--- src/rtl/proc_defs.sv ---
// rtl/proc_defs.sv - shared opcode and time-step definitions for the multicycle processor
package proc_defs;

  localparam int NREGS_DEF = 8;
  localparam int SELW_DEF  = 3;

  localparam logic [2:0] OP_MV   = 3'b000;
  localparam logic [2:0] OP_MVI  = 3'b001;
  localparam logic [2:0] OP_ADD  = 3'b010;
  localparam logic [2:0] OP_SUB  = 3'b011;
  localparam logic [2:0] OP_MVNZ = 3'b100;

  typedef enum logic [1:0] {
    T0 = 2'd0,
    T1 = 2'd1,
    T2 = 2'd2,
    T3 = 2'd3
  } tstep_e;

  // add and sub are the only instructions that use the A/G path and T2/T3
  function automatic logic is_alu_op(input logic [2:0] op);
    return (op == OP_ADD) || (op == OP_SUB);
  endfunction

endpackage

--- src/rtl/dec3to8.sv ---
// rtl/dec3to8.sv - 3-to-8 one-hot decoder with enable
module dec3to8 (
  input  logic [2:0] w_i,
  input  logic       en_i,
  output logic [7:0] y_o
);

  // one-hot output, all zero when disabled
  always_comb begin
    y_o = 8'h00;
    if (en_i) begin
      y_o[w_i] = 1'b1;
    end
  end

endmodule

--- src/rtl/unidade_controle_multiciclo.sv ---
// rtl/unidade_controle_multiciclo.sv - time-step sequencer and decoder for the multicycle datapath
module unidade_controle_multiciclo
  import proc_defs::*;
#(
  parameter int NREGS = NREGS_DEF,
  parameter int SELW  = SELW_DEF
) (
  input  logic                  Clock,
  input  logic                  Resetn,
  input  logic                  Run,
  input  logic [3+2*SELW-1:0]   IR,
  input  logic                  G_nz,
  output logic                  IRin,
  output logic [NREGS-1:0]      Rin,
  output logic [NREGS-1:0]      Rout,
  output logic                  Gout,
  output logic                  DINout,
  output logic                  Ain,
  output logic                  Gin,
  output logic                  AddSub,
  output logic                  Done,
  output logic [1:0]            Tstep
);

  tstep_e tstep_q;
  tstep_e tstep_d;

  logic [2:0] opcode;
  logic [2:0] x_sel;
  logic [2:0] y_sel;
  logic [7:0] x_oh;
  logic [7:0] y_oh;

  // per-step strobes choosing which decoded index reaches Rin/Rout
  logic rin_x;
  logic rout_x;
  logic rout_y;

  assign opcode = IR[3+2*SELW-1:2*SELW];
  assign x_sel  = IR[2*SELW-1:SELW];
  assign y_sel  = IR[SELW-1:0];
  assign Tstep  = tstep_q;

  dec3to8 u_dec_x (
    .w_i  (x_sel),
    .en_i (rin_x | rout_x),
    .y_o  (x_oh)
  );

  dec3to8 u_dec_y (
    .w_i  (y_sel),
    .en_i (rout_y),
    .y_o  (y_oh)
  );

  // time-step register; reset drops straight back to T0 without waiting for a clock
  always_ff @(posedge Clock or negedge Resetn) begin
    if (!Resetn) begin
      tstep_q <= T0;
    end else begin
      tstep_q <= tstep_d;
    end
  end

  // next step and all control outputs from the current step and instruction
  always_comb begin
    tstep_d = T0;
    IRin    = 1'b0;
    rin_x   = 1'b0;
    rout_x  = 1'b0;
    rout_y  = 1'b0;
    Gout    = 1'b0;
    DINout  = 1'b0;
    Ain     = 1'b0;
    Gin     = 1'b0;
    AddSub  = 1'b0;
    Done    = 1'b0;
    case (tstep_q)
      T0: begin
        IRin    = Run;
        tstep_d = Run ? T1 : T0;
      end
      T1: begin
        case (opcode)
          OP_MV: begin
            rout_y = 1'b1;
            rin_x  = 1'b1;
            Done   = 1'b1;
          end
          OP_MVI: begin
            DINout = 1'b1;
            rin_x  = 1'b1;
            Done   = 1'b1;
          end
          OP_ADD, OP_SUB: begin
            rout_x  = 1'b1;
            Ain     = 1'b1;
            tstep_d = T2;
          end
          OP_MVNZ: begin
            rout_y = G_nz;
            rin_x  = G_nz;
            Done   = 1'b1;
          end
          default: begin
            Done = 1'b1;
          end
        endcase
      end
      T2: begin
        // a non-ALU opcode here means IR changed mid-instruction: idle back to T0
        if (is_alu_op(opcode)) begin
          rout_y  = 1'b1;
          Gin     = 1'b1;
          AddSub  = opcode[0];
          tstep_d = T3;
        end
      end
      T3: begin
        if (is_alu_op(opcode)) begin
          Gout  = 1'b1;
          rin_x = 1'b1;
          Done  = 1'b1;
        end
      end
      default: begin
        tstep_d = T0;
      end
    endcase
  end

  // gate the decoded one-hot selects onto the register enables
  always_comb begin
    Rin  = rin_x ? x_oh : 8'h00;
    Rout = 8'h00;
    if (rout_x) begin
      Rout = x_oh;
    end else if (rout_y) begin
      Rout = y_oh;
    end
  end

endmodule

--- config.mk ---
export PLATFORM = sky130hd
export DESIGN_NAME = unidade_controle_multiciclo
export DESIGN_NICKNAME = d
export VERILOG_FILES = /design/src/rtl/proc_defs.sv /design/src/rtl/dec3to8.sv /design/src/rtl/unidade_controle_multiciclo.sv
export SDC_FILE = /design/constraint.sdc
export NUM_CORES = 1
export LEC_CHECK = 0
export ABC_AREA = 1
export CELL_PAD_IN_SITES_DETAIL_PLACEMENT = 0
export CELL_PAD_IN_SITES_GLOBAL_PLACEMENT = 1
export CORE_ASPECT_RATIO = 0.75
export CORE_MARGIN = 2
export CORE_UTILIZATION = 23
export CTS_BUF_LIST = sky130_fd_sc_hd__clkbuf_8
export CTS_CLUSTER_SIZE = 40
export DETAILED_ROUTE_END_ITERATION = 6
export GPL_ROUTABILITY_DRIVEN = 0
export MAX_ROUTING_LAYER = met4
export PLACE_DENSITY = 0.84
export SYNTH_ARGS = -nofsm -noshare
export SYNTH_HDL_FRONTEND = slang
export SYNTH_SLANG_ARGS = --single-unit
--- constraint.sdc ---
create_clock -name Clock -period 3.9 [get_ports Clock]
set_input_delay 0.975 -clock Clock [delete_from_list [all_inputs] [get_ports Clock]]
set_output_delay 0.975 -clock Clock [all_outputs]
set_load 0.05 [all_outputs]
* Word level (Yosys, flattened, before mapping)
Cells that the tools add are included.
** Storage, ports and cells
- Bits in registers :: 2
- Input bits :: 13
- Output and inout port bits :: 25
- Word-level logic and storage cells :: 48
** Operators by class
- Order comparisons :: 4
- Equality and inequality tests :: 7
- Mux-type cells :: 28
- Bitwise gates (word level) :: 1
- Reduce and logical (&&, ||, !) cells :: 7
** Operator list (number)
- $mux W8 :: 4
- $mux W1 :: 14
- $pmux W1 S2 :: 5
- $lt A3 B4 Y1 const B :: 2
- $demux W1 S3 :: 2
- $eq A3 B2 Y1 const B :: 2
- $ge A3 B1 Y1 const B :: 2
- $pmux W2 S3 :: 1
- $eq A2 B2 Y1 const B :: 2
- $mux W2 :: 2
- $reduce_or A2 Y1 :: 2
- $eq A3 B1 Y1 const B :: 1
- $eq A3 B3 Y1 const B :: 1
- $logic_not A3 Y1 :: 1
- $eq A2 B1 Y1 const B :: 1
- $logic_and A1 B1 Y1 :: 2
- $logic_not A2 Y1 :: 1
- $logic_or A1 B1 Y1 :: 1
- $or A1 B1 Y1 :: 1

* Depth between registers and ports, before layout
Gate-level depths: netlist of the first run.
- Depth in word-level cells :: 7
- Depth in mapped cells :: 8
- Depth with buffers taken out :: 8

* By module
Synthesis of the first run repeated with hierarchy kept, for this count alone.
** Second synthesis, totals
- Cells, all modules :: 130
- Area, all modules :: 643.1 um2
** By module, submodules not included
- unidade_controle_multiciclo :: instances 1, cells each 96, area an instance 515.5 um2, seq. area each 50.0 um2
- dec3to8 :: instances 2, cells each 17, area an instance 63.8 um2, seq. area each 0.0 um2

* Least setup slack after synthesis of the first run
Ideal clock, no wire load.
- Path kind :: flip-flop to output port
- Start point :: reg tstep_q[1], in the netlist Tstep[1]
- End point :: out Rout[0]
- Arrival time :: 2.215 ns
- Data required time :: 2.925 ns
- Setup slack :: 0.710 ns
- Stages on the path, launching flop included :: 7
- Buffers on the path :: 0
- Path through :: dfrtp_1 inv_1 ha_1 nand3_1 clkinv_1 nand4_1 nand2_1
** Between the ends
- Word-level cells in the longest chain between the ends :: 5
- Elaborated cells on any way between the ends :: 10
- Those cells by class :: eq/ne (3); mux (6); bitwise (1)
** RTL lines
- start: declaration :: line unidade_controle_multiciclo.sv:25 : tstep_e tstep_q;
- start signal: assignment :: line unidade_controle_multiciclo.sv:61 : tstep_q <= tstep_d;
- $eq A2 B1 Y1 (*)
- $mux W1 (*)
- via Ain :: line unidade_controle_multiciclo.sv:18 : output logic Ain,
- $or A1 B1 Y1 :: line unidade_controle_multiciclo.sv:46 : .en_i (rin_x | rout_x),
- $mux W8 :: line dec3to8.sv:11 : if (en_i) begin
- $mux W8 (*) :: line unidade_controle_multiciclo.sv:136 : if (rout_x) begin
- end: declaration :: line unidade_controle_multiciclo.sv:15 : output logic [NREGS-1:0] Rout,
Mark *: on every way through the listed nets, which the timed path passes. The rest lies on a longest branch.

* Worst setup path after layout of the first run
- Start point :: in IR[7]
- End point :: out DINout
** Between the ends
- Word-level cells in the longest chain between the ends :: 3
** RTL lines
- start: declaration :: line unidade_controle_multiciclo.sv:11 : input logic [3+2*SELW-1:0] IR,
- $eq A3 B1 Y1 :: line unidade_controle_multiciclo.sv:84 : case (opcode)
- $mux W1 :: line unidade_controle_multiciclo.sv:84
- $mux W1 :: line unidade_controle_multiciclo.sv:78 : case (tstep_q)
- end: declaration :: line unidade_controle_multiciclo.sv:17 : output logic DINout,
No other way between the ends.

==> results.toml, run 1 <==
[global_route]
grt_pass1_vias = 682
grt_remaining_overflow = 0
antenna_found_initial = 0
grt_max_degree = 10
track_usage_pct = 14.02
grt_pass1_wl_mm = 2.904

[pwr]
total_power_w = 0.0002104
leakage_nw = 0.5801
p_sw_w = 0.00008417
p_int_w = 0.0001262
irDropWorstVdd_mv = 0.08491
sequentialPowerShare_pct = 12.5
p_comb_share_pct = 49.5
switching_share_pct = 40.01
powerDensity_nw_per_um2 = 179.5
pwr-share-clk_pct = 38.1

[route]
viasPerCell = 4.530
drtAntennaViolNets = 0
vias = 829
wire_per_inst_um = 10.07
post-route-drc-count = 0
totalWireLength_mm = 1.842
drtIter0Drc = 24
drt_first_pass_iters = 4

[worst_setup_path]
path_max_fanout = 5
critPathBufInv = 2
cp_top_family = "buffers and inverters"
cpMaxStageDelayCell = "clkdlybuf4s50_1"
slowest_delay_ns = 0.80
worstPathCellList = "clkdlybuf4s50_1 > nor2_1 > nand2_1 > nor2_1 > clkdlybuf4s50_1"
worstPathArrival_ns = 2.51
endpoint_kind = "primary output"
regToRegStartpoint = "Tstep[1]"
cp-start-kind = "primary input"
crit_start = "IR[7]"
worst_ep_required_time_ns = 2.92
rrSetupSlack_ns = 2.62
criticalPathCategory = "in2out"

[floorplan]
core_um2 = 2308
die_width_um = 61.07
placementRows = 15
io_pins = 38
start_util_pct = 24.34
die_h_um = 46.80
dieArea_um2 = 2858

[cts]
cts-buffers-inserted = 3
clock_path_buffers = 2
cts-root-buf = "clkbuf_8"
clk_pin_slew_worst_paths_ns = 0.03
holdBufCountCts = 0
post_cts_resized = 0
cts_setup_buffers = 0
cts_tree = "done"
clock-sinks = 2
cts_htree_levels = 1
insertion_delay_ns = 0.21

[synth]
synth_area_leaders = "nand2_1 (19%), nand4_1 (18%), nor2_1 (17%)"
synth_area_per_cell_um2 = 5.061
syn-num-nets = 129
synth_top_cell_by_area = "nand2_1"
ys_top_cells_by_count = "nand2_1 (28), nor2_1 (25), inv_1 (19), nand4_1 (16)"
ys_seq_area_share_pct = 8.909
synth_most_common_cell = "nand2_1"
yosys_warnings = 0
syn-instance-count = 111
synth_cell_type_count = 15
async_flop_share_pct = 100.0
synth-edff-count = 0
yosys_most_used_dff = "dfrtp_1"
synth_top_area_share_pct = 18.71
ys_ff_latch = 2
syn_area_um2 = 561.8

[sta]
maxSlewHeadroom_pct = 67.06
period_share_pct = 89.45
period_needed_ns = 3.488
rsz0062_at_grt = "no"
setup_viol = 0
worst_slack_ns = 0.4116
max_freq_ghz = 0.2867
hold_viol_final = 0
finClkSkew_ns = 0.002105
worst_slew_pin_slew_ns = 0.4926
slew_viol_final = 0
fin_setup_tns_ns = 0

[finish]
final_cells = 183
fill_cells = 224
multiInputGateArea_um2 = 422.9
drive_gt1_share_pct = 16.11
syn_to_final_growth_pct = 108.7
finish.net_count = 169
antennaDiodeCount = 0
largest_reg_flops = 2
seq_area_um2 = 50.05

[placed_design]
hpwl_mm = 1.549
dp_slack_ns = 0.4128
placed_cells = 180
io_buffers = 37

[job]
drv_cap = 0

[worst_hold_path]
hold_path.class = "reg2reg"
hp-start = "Tstep[1]"

[status]
status = "completed"
-- cell type report --
type	count	share of cell area (%)
Timing Repair Buffer	38	46.10
Multi-Input combinational cell	86	36.07
Inverter	20	6.403
Sequential cell	2	4.269
Tap cell	34	3.629
Clock buffer	3	3.522
-- worst min-delay path, cell delays in order, from the launching register on --
cell     delay [ns]
dfrtp_1        0.41
ha_1           0.20
a21oi_1        0.05
-- power by group through the flow --
stage	Clock [W]	Sequential [W]	Combinational [W]
after floorplan	0	0.0000327	0.0000549
after CTS	0.0000819	0.0000262	0.000104
after global placement	0	0.0000262	0.000103
after detailed placement	0	0.0000264	0.000104
after global routing	0.0000834	0.0000267	0.000113
final	0.0000801	0.0000262	0.000104
-- cell families after synthesis --
| group | share of synthesized area (%) |
|---|---|
| AO/OA/AOI/OAI | 2.672 |
| adder cells (fa/ha/maj) | 11.14 |
| buffers and inverters | 15.81 |
| flip-flops | 8.909 |
| AND/OR/NAND/NOR | 61.47 |
-- through the flow --
| stage | hold WS (ns) | util, % | cell area [µm²] |
|---|---|---|---|
| finish | 0.7049 | 50.79 | 1172 |
| global route | 0.7449 | 50.79 | 1172 |
| CTS | 0.6869 | 50.79 | 1172 |
| detailed placement | 0.6756 | 49.00 | 1131 |
| global placement | 0.6808 | 49.00 | 1131 |
| floorplan | 0.6794 | - | 561.8 |
-- cells in the final DEF, fill, tap and decap left out --
cell type / netlist / routed
a21oi_1: 2 / 2
and2_1: 1 / 1
buf_12: 0 / 17
buf_4: 0 / 4
clkbuf_8: 0 / 3
clkdlybuf4s50_1: 0 / 17
clkinv_1: 1 / 1
dfrtp_1: 2 / 2
ha_1: 5 / 5
inv_1: 19 / 19
nand2_1: 28 / 28
nand3_1: 5 / 5
nand4_1: 16 / 16
nor2_1: 25 / 25
nor3_1: 3 / 3
o21ai_0: 1 / 1
-- worst paths after layout --
| check | to | cells past startpoint |
|---|---|---|
| worst max-delay path | DINout | 5 |
| worst min-delay path | Tstep[1] | 2 |
| worst max register to register | Tstep[1] | 5 |
| worst min register to register | Tstep[1] | 2 |
| max in group asynchronous | Tstep[0] | 1 |
| min in group asynchronous | Tstep[1] | 1 |
-- metal layers --
metal | share of wire (%) | routed length, µm | global-route usage, % | up-vias
met2 | 47 | 867 | 20.00 | 26
met3 | 5.0 | 93 | 1.653 | 0
met1 | 48 | 881 | 20.13 | 366
met4 | 0 | 0 | 5.217 | 0
li1 | - | - | - | 437
met5 | 0 | 0 | - | -
(Power assumes the default switching activity.)
==> run 2: changes to the inputs <==
- CORE_UTILIZATION: 23 -> 24
- CTS_BUF_LIST: sky130_fd_sc_hd__clkbuf_8 -> not set
- PLACE_DENSITY: 0.84 -> 0.82
- REMOVE_ABC_BUFFERS: not set -> 1
- SYNTH_HIERARCHICAL: not set -> 1
==> results.toml, run 2 <==
[placed_design]
place_area_um2 = 1199
hpwl_mm = 1.546
io_buffers = 37
dp_slack_ns = 0.2136

[sta]
hold_ws_ns = 0.7076
rsz0062_at_grt = "no"
fin_setup_tns_ns = 0
worst_slew_pin_slew_ns = 0.4958
period_needed_ns = 3.701
worst_slack_ns = 0.1993
hold_viol_final = 0
period_share_pct = 94.89
maxSlewHeadroom_pct = 66.84
finClkSkew_ns = 0.003021
setup_viol = 0
max_freq_ghz = 0.2702
slew_viol_final = 0

[cts]
holdBufCountCts = 0
clock_path_buffers = 2
post_cts_resized = 0
clock-sinks = 2
cts-buffers-inserted = 3
cts_tree = "done"
cts-root-buf = "clkbuf_4"
cts_htree_levels = 1
insertion_delay_ns = 0.22
clk_pin_slew_worst_paths_ns = 0.03
cts_setup_buffers = 0

[worst_setup_path]
criticalPathCategory = "in2out"
endpoint_kind = "primary output"
crit_path_end = "Rout[5]"
cpMaxStageDelayCell = "clkdlybuf4s50_1"
worstPathArrival_ns = 2.73
regToRegStartpoint = "Tstep[1]"
worstPathCellList = "clkdlybuf4s50_1 > nand2_2 > inv_1 > nand2_1 > a21boi_0 > nand2_1 > nor2_1 > nand2_1 > inv_1 > nand3_1 > nand2_1 > buf_12"
worst-path-stages = 12
path_common_cell = "nand2_1"
worst_ep_required_time_ns = 2.92
rr_worst_depth = 5
cp-start-kind = "primary input"
cp_top_family = "buffers and inverters"
critPathBufInv = 4
rrSetupSlack_ns = 2.67
crit_start = "IR[7]"
worstReg2RegEnd = "Tstep[1]"
slowest_delay_ns = 0.55
path_max_fanout = 4

[pwr]
powerDensity_nw_per_um2 = 131.7
total_power_w = 0.0001608
leakage_nw = 0.6191
irDropWorstVdd_mv = 0.05444

[synth]
synth_most_common_cell = "nand2_1"
ys_seq_area_share_pct = 7.782
ys_ff_latch = 2
syn-instance-count = 130
yosys_most_used_dff = "dfrtp_1"
synth_cell_type_count = 19
synth_area_leaders = "nand2_1 (24%), inv_1 (18%), nor2_1 (11%)"
ys_top_cells_by_count = "nand2_1 (41), inv_1 (31), nor2_1 (18), nand3_1 (11), nor2_2 (7)"
yosys_warnings = 6
synth_top_area_share_pct = 23.93
synth_area_per_cell_um2 = 4.947
synth_top_cell_by_area = "nand2_1"
syn_area_um2 = 643.1
synth-edff-count = 0
async_flop_share_pct = 100.0

[floorplan]
start_util_pct = 24.90
die_width_um = 63.78
core_um2 = 2582
die_h_um = 48.83
placementRows = 16
io_pins = 38
dieArea_um2 = 3114

[finish]
fill_cells = 266
drive_gt1_share_pct = 23.67
final_area_um2 = 1221
largest_reg_flops = 2
final_cell_mix = "nand2_1 (41), inv_1 (31), nor2_1 (18)"
antennaDiodeCount = 0
syn_to_final_growth_pct = 89.88
finish.net_count = 188
layout_commonest_cell = "nand2_1"

[global_route]
grt_max_degree = 10
grt_remaining_overflow = 0
gr-max-usage-layer = "met2"
gr-usage-met2_pct = 19.82
grt_pass1_wl_mm = 3.111
antenna_found_initial = 0
met1_usage_pct = 16.93
grt_pass1_vias = 759
track_usage_pct = 12.47
use_met3_pct = 2.079

[status]
status = "completed"

[route]
post-route-drc-count = 0
drtIter0Drc = 24
drt_first_pass_iters = 4
drtAntennaViolNets = 0
viasPerCell = 4.098
wire_per_inst_um = 8.761
vias = 840
totalWireLength_mm = 1.796

[worst_hold_path]
hold_depth = 2
hold_path.class = "reg2reg"

[job]
drv_cap = 0
## run 2: cell count changes in the layout (fill, tap and decap cells not counted), moves of 3 or more
cell / previous run / this run
nor3_1: 3 / 0
clkbuf_4: 0 / 3
nand3_1: 5 / 11
nor2_2: 0 / 7
buf_4: 4 / 7
clkbuf_8: 3 / 0
nand2_1: 28 / 41
nand4_1: 16 / 0
nor2_1: 25 / 18
inv_1: 19 / 31
## run 2: report_power, final
| part | switching, W | internal (W) | total (W) |
|---|---|---|---|
| logic | 0.0000572 | 0.0000333 | 0.0000905 |
| registers | 0.00000269 | 0.0000229 | 0.0000256 |
| clock network | 0.0000108 | 0.0000339 | 0.0000446 |
## run 2: tightest hold or removal path, delay by kind of cell, from the launching register on
family          cells  cell delay, ns
fa+ha+maj           1            0.21
compound gates      1            0.05
flops               1            0.40
## run 2: layout make-up
type | instances | area, µm² | share of cell area (%)
clock buffers | 3 | 22.52 | 1.844
inverters | 34 | 127.6 | 10.45
multi-input cells | 91 | 442.9 | 36.27
flip-flops and latches | 2 | 50.05 | 4.098
well taps | 36 | 45.04 | 3.689
repair buffers | 39 | 533.0 | 43.65
## run 2: through the flow
step	instances	utilization, %
floorplan	127	-
global placement	202	46.41
detailed placement	202	46.41
CTS	205	47.29
global route	205	47.29
finish	205	47.29
## run 2: worst min-delay path by stage
stage / endpoint / slack [ns] / startpoint
2_1_floorplan: Tstep[0] / 0.68 / Resetn
3_3_place_gp: Tstep[0] / 0.67 / Tstep[1]
3_5_place_dp: Tstep[1] / 0.71 / Tstep[1]
4_1_cts: Tstep[1] / 0.71 / Tstep[0]
5_1_grt: Tstep[1] / 0.79 / Tstep[1]
6_report: Tstep[1] / 0.71 / Tstep[0]
## run 2: kinds of logic after synthesis
kind of cell	Yosys count	share of synthesized area (%)
compound gates	4	3.502
fa+ha+maj	4	7.782
buf+inv	37	23.35
flops	2	7.782
simple gates	83	57.59
## run 2: per-layer routing
layer	routed length, µm	vias up
met3	102	0
met1	868	360
li1	-	456
met5	0	-
met4	0	0
met2	825	24
==> run 3: changes to the inputs <==
- CORE_ASPECT_RATIO: 0.75 -> not set
- clock period: 3.9 -> 4.6 ns (I/O delays scaled with it)
==> results.toml, run 3 (synthesized netlist as in run 2, its figures left out) <==
[worst_hold_path]
hold_path.class = "reg2reg"

[cts]
post_cts_resized = 0
clock_path_buffers = 2
holdBufCountCts = 0
cts-root-buf = "clkbuf_4"
cts_tree = "done"
clock-sinks = 2
cts_setup_buffers = 0
cts-buffers-inserted = 3
insertion_delay_ns = 0.22
cts_htree_levels = 1
clk_pin_slew_worst_paths_ns = 0.03

[route]
drtIter0Drc = 39
drt_first_pass_iters = 4
wire_per_inst_um = 9.222
vias = 821
post-route-drc-count = 0
totalWireLength_mm = 1.826
drtAntennaViolNets = 0
viasPerCell = 4.146

[worst_setup_path]
slowest_delay_ns = 0.55
cpMaxStageDelayCell = "clkdlybuf4s50_1"
worstReg2RegEnd = "Tstep[1]"
path_common_cell = "nand2_1"
worstPathCellList = "clkdlybuf4s50_1 > nand2_2 > inv_1 > nand2_1 > a21boi_0 > nand2_1 > nor2_1 > nand2_1 > inv_1 > nand3_1 > nand2_1 > buf_12"
worst_ep_required_time_ns = 3.45
crit_start = "IR[7]"
endpoint_kind = "primary output"
worstPathArrival_ns = 3.00
path_max_fanout = 6
rrSetupSlack_ns = 3.41
crit_path_end = "Rout[7]"
rr_worst_depth = 5
regToRegStartpoint = "Tstep[1]"
criticalPathCategory = "in2out"
cp-start-kind = "primary input"

[status]
status = "completed"

[placed_design]
placed_cells = 195
io_buffers = 37
hpwl_mm = 1.602

[sta]
worst_slew_pin_slew_ns = 0.5098
maxSlewHeadroom_pct = 65.91
rsz0062_at_grt = "no"
max_freq_ghz = 0.2408
period_share_pct = 90.29
period_needed_ns = 4.154
finClkSkew_ns = 0.002912
hold_viol_final = 0
slew_viol_final = 0
fin_setup_tns_ns = 0
setup_viol = 0

[global_route]
grt_max_degree = 11
track_usage_pct = 13.06
gr-max-usage-layer = "met2"
gr-usage-met2_pct = 22.28
antenna_found_initial = 0
grt_pass1_vias = 771
met1_usage_pct = 15.34
use_met3_pct = 2.326
grt_pass1_wl_mm = 3.256
grt_remaining_overflow = 0

[floorplan]
dieArea_um2 = 3110
core_um2 = 2500
start_util_pct = 25.73
placementRows = 18
io_pins = 38
die_h_um = 55.77
die_width_um = 55.77

[finish]
finish.net_count = 187
drive_gt1_share_pct = 20.24
syn_to_final_growth_pct = 89.49
largest_reg_flops = 2
final_cell_mix = "nand2_1 (41), inv_1 (31), clkdlybuf4s50_1 (21)"
antennaDiodeCount = 0
final_cells = 198
layout_commonest_cell = "nand2_1"

[job]
drv_cap = 0

[pwr]
leakage_nw = 0.6054
irDropWorstVdd_mv = 0.1173
powerDensity_nw_per_um2 = 112.3
-- run 3: cell count changes in the layout (fill, tap and decap cells not counted) --
cell and change:
buf_4 -6, clkdlybuf4s50_1 +5
-- run 3: power breakdown --
part / total [W] / switching [W] / leakage (nW) / internal, W
logic: 0.0000773 / 0.0000485 / 0.565 / 0.0000288
registers: 0.0000213 / 0.00000185 / 0.0262 / 0.0000194
clock network: 0.0000382 / 0.00000950 / 0.0138 / 0.0000287
-- run 3: critical path: cells and delay by family --
family	cells	cell delay, ns
AOI/OAI and AO/OA	1	0.27
and+or+nand+nor	7	0.77
buffers and inverters	4	0.82
-- run 3: worst min path at each step --
stage,start,end,cells after the start
global placement,Tstep[1],Tstep[0],2
global route,Tstep[1],Tstep[0],2
detailed placement,Tstep[1],Tstep[0],2
CTS,Tstep[1],Tstep[0],2
floorplan,Resetn,Tstep[0],0
finish,Tstep[1],Tstep[0],2
-- run 3: area by class of cell --
class / count / area, µm²
inverters: 34 / 127.6
well taps: 30 / 37.54
flip-flops and latches: 2 / 50.05
repair buffers: 38 / 538.0
multi-input cells: 91 / 442.9
fillers: 252 / 1281
clock buffers: 3 / 22.52
-- run 3: layer usage --
| metal | share of wire (%) | vias up | routed length (µm) |
|---|---|---|---|
| met4 | 0 | 0 | 0 |
| li1 | - | 455 | - |
| met2 | 50 | 18 | 920 |
| met5 | 0 | - | 0 |
| met1 | 46 | 348 | 833 |
| met3 | 4.0 | 0 | 73 |
-- run 3: through the flow --
| stage | utilization [%] | worst slack, ns | cell area (µm²) | hold slack, ns | total power (W) |
|---|---|---|---|---|---|
| after floorplan | - | 0.7452 | 620.6 | 0.8544 | 0.00006842 |
| after global placement | 47.85 | 0.5035 | 1196 | 0.6859 | 0.00009844 |
| after detailed placement | 47.85 | 0.4750 | 1196 | 0.6880 | 0.00009904 |
| after CTS | 48.75 | 0.4644 | 1219 | 0.6876 | 0.0001401 |
| after global routing | 48.75 | 0.2420 | 1219 | 0.7436 | 0.0001481 |
| final | 48.75 | 0.4465 | 1219 | 0.6914 | 0.0001368 |
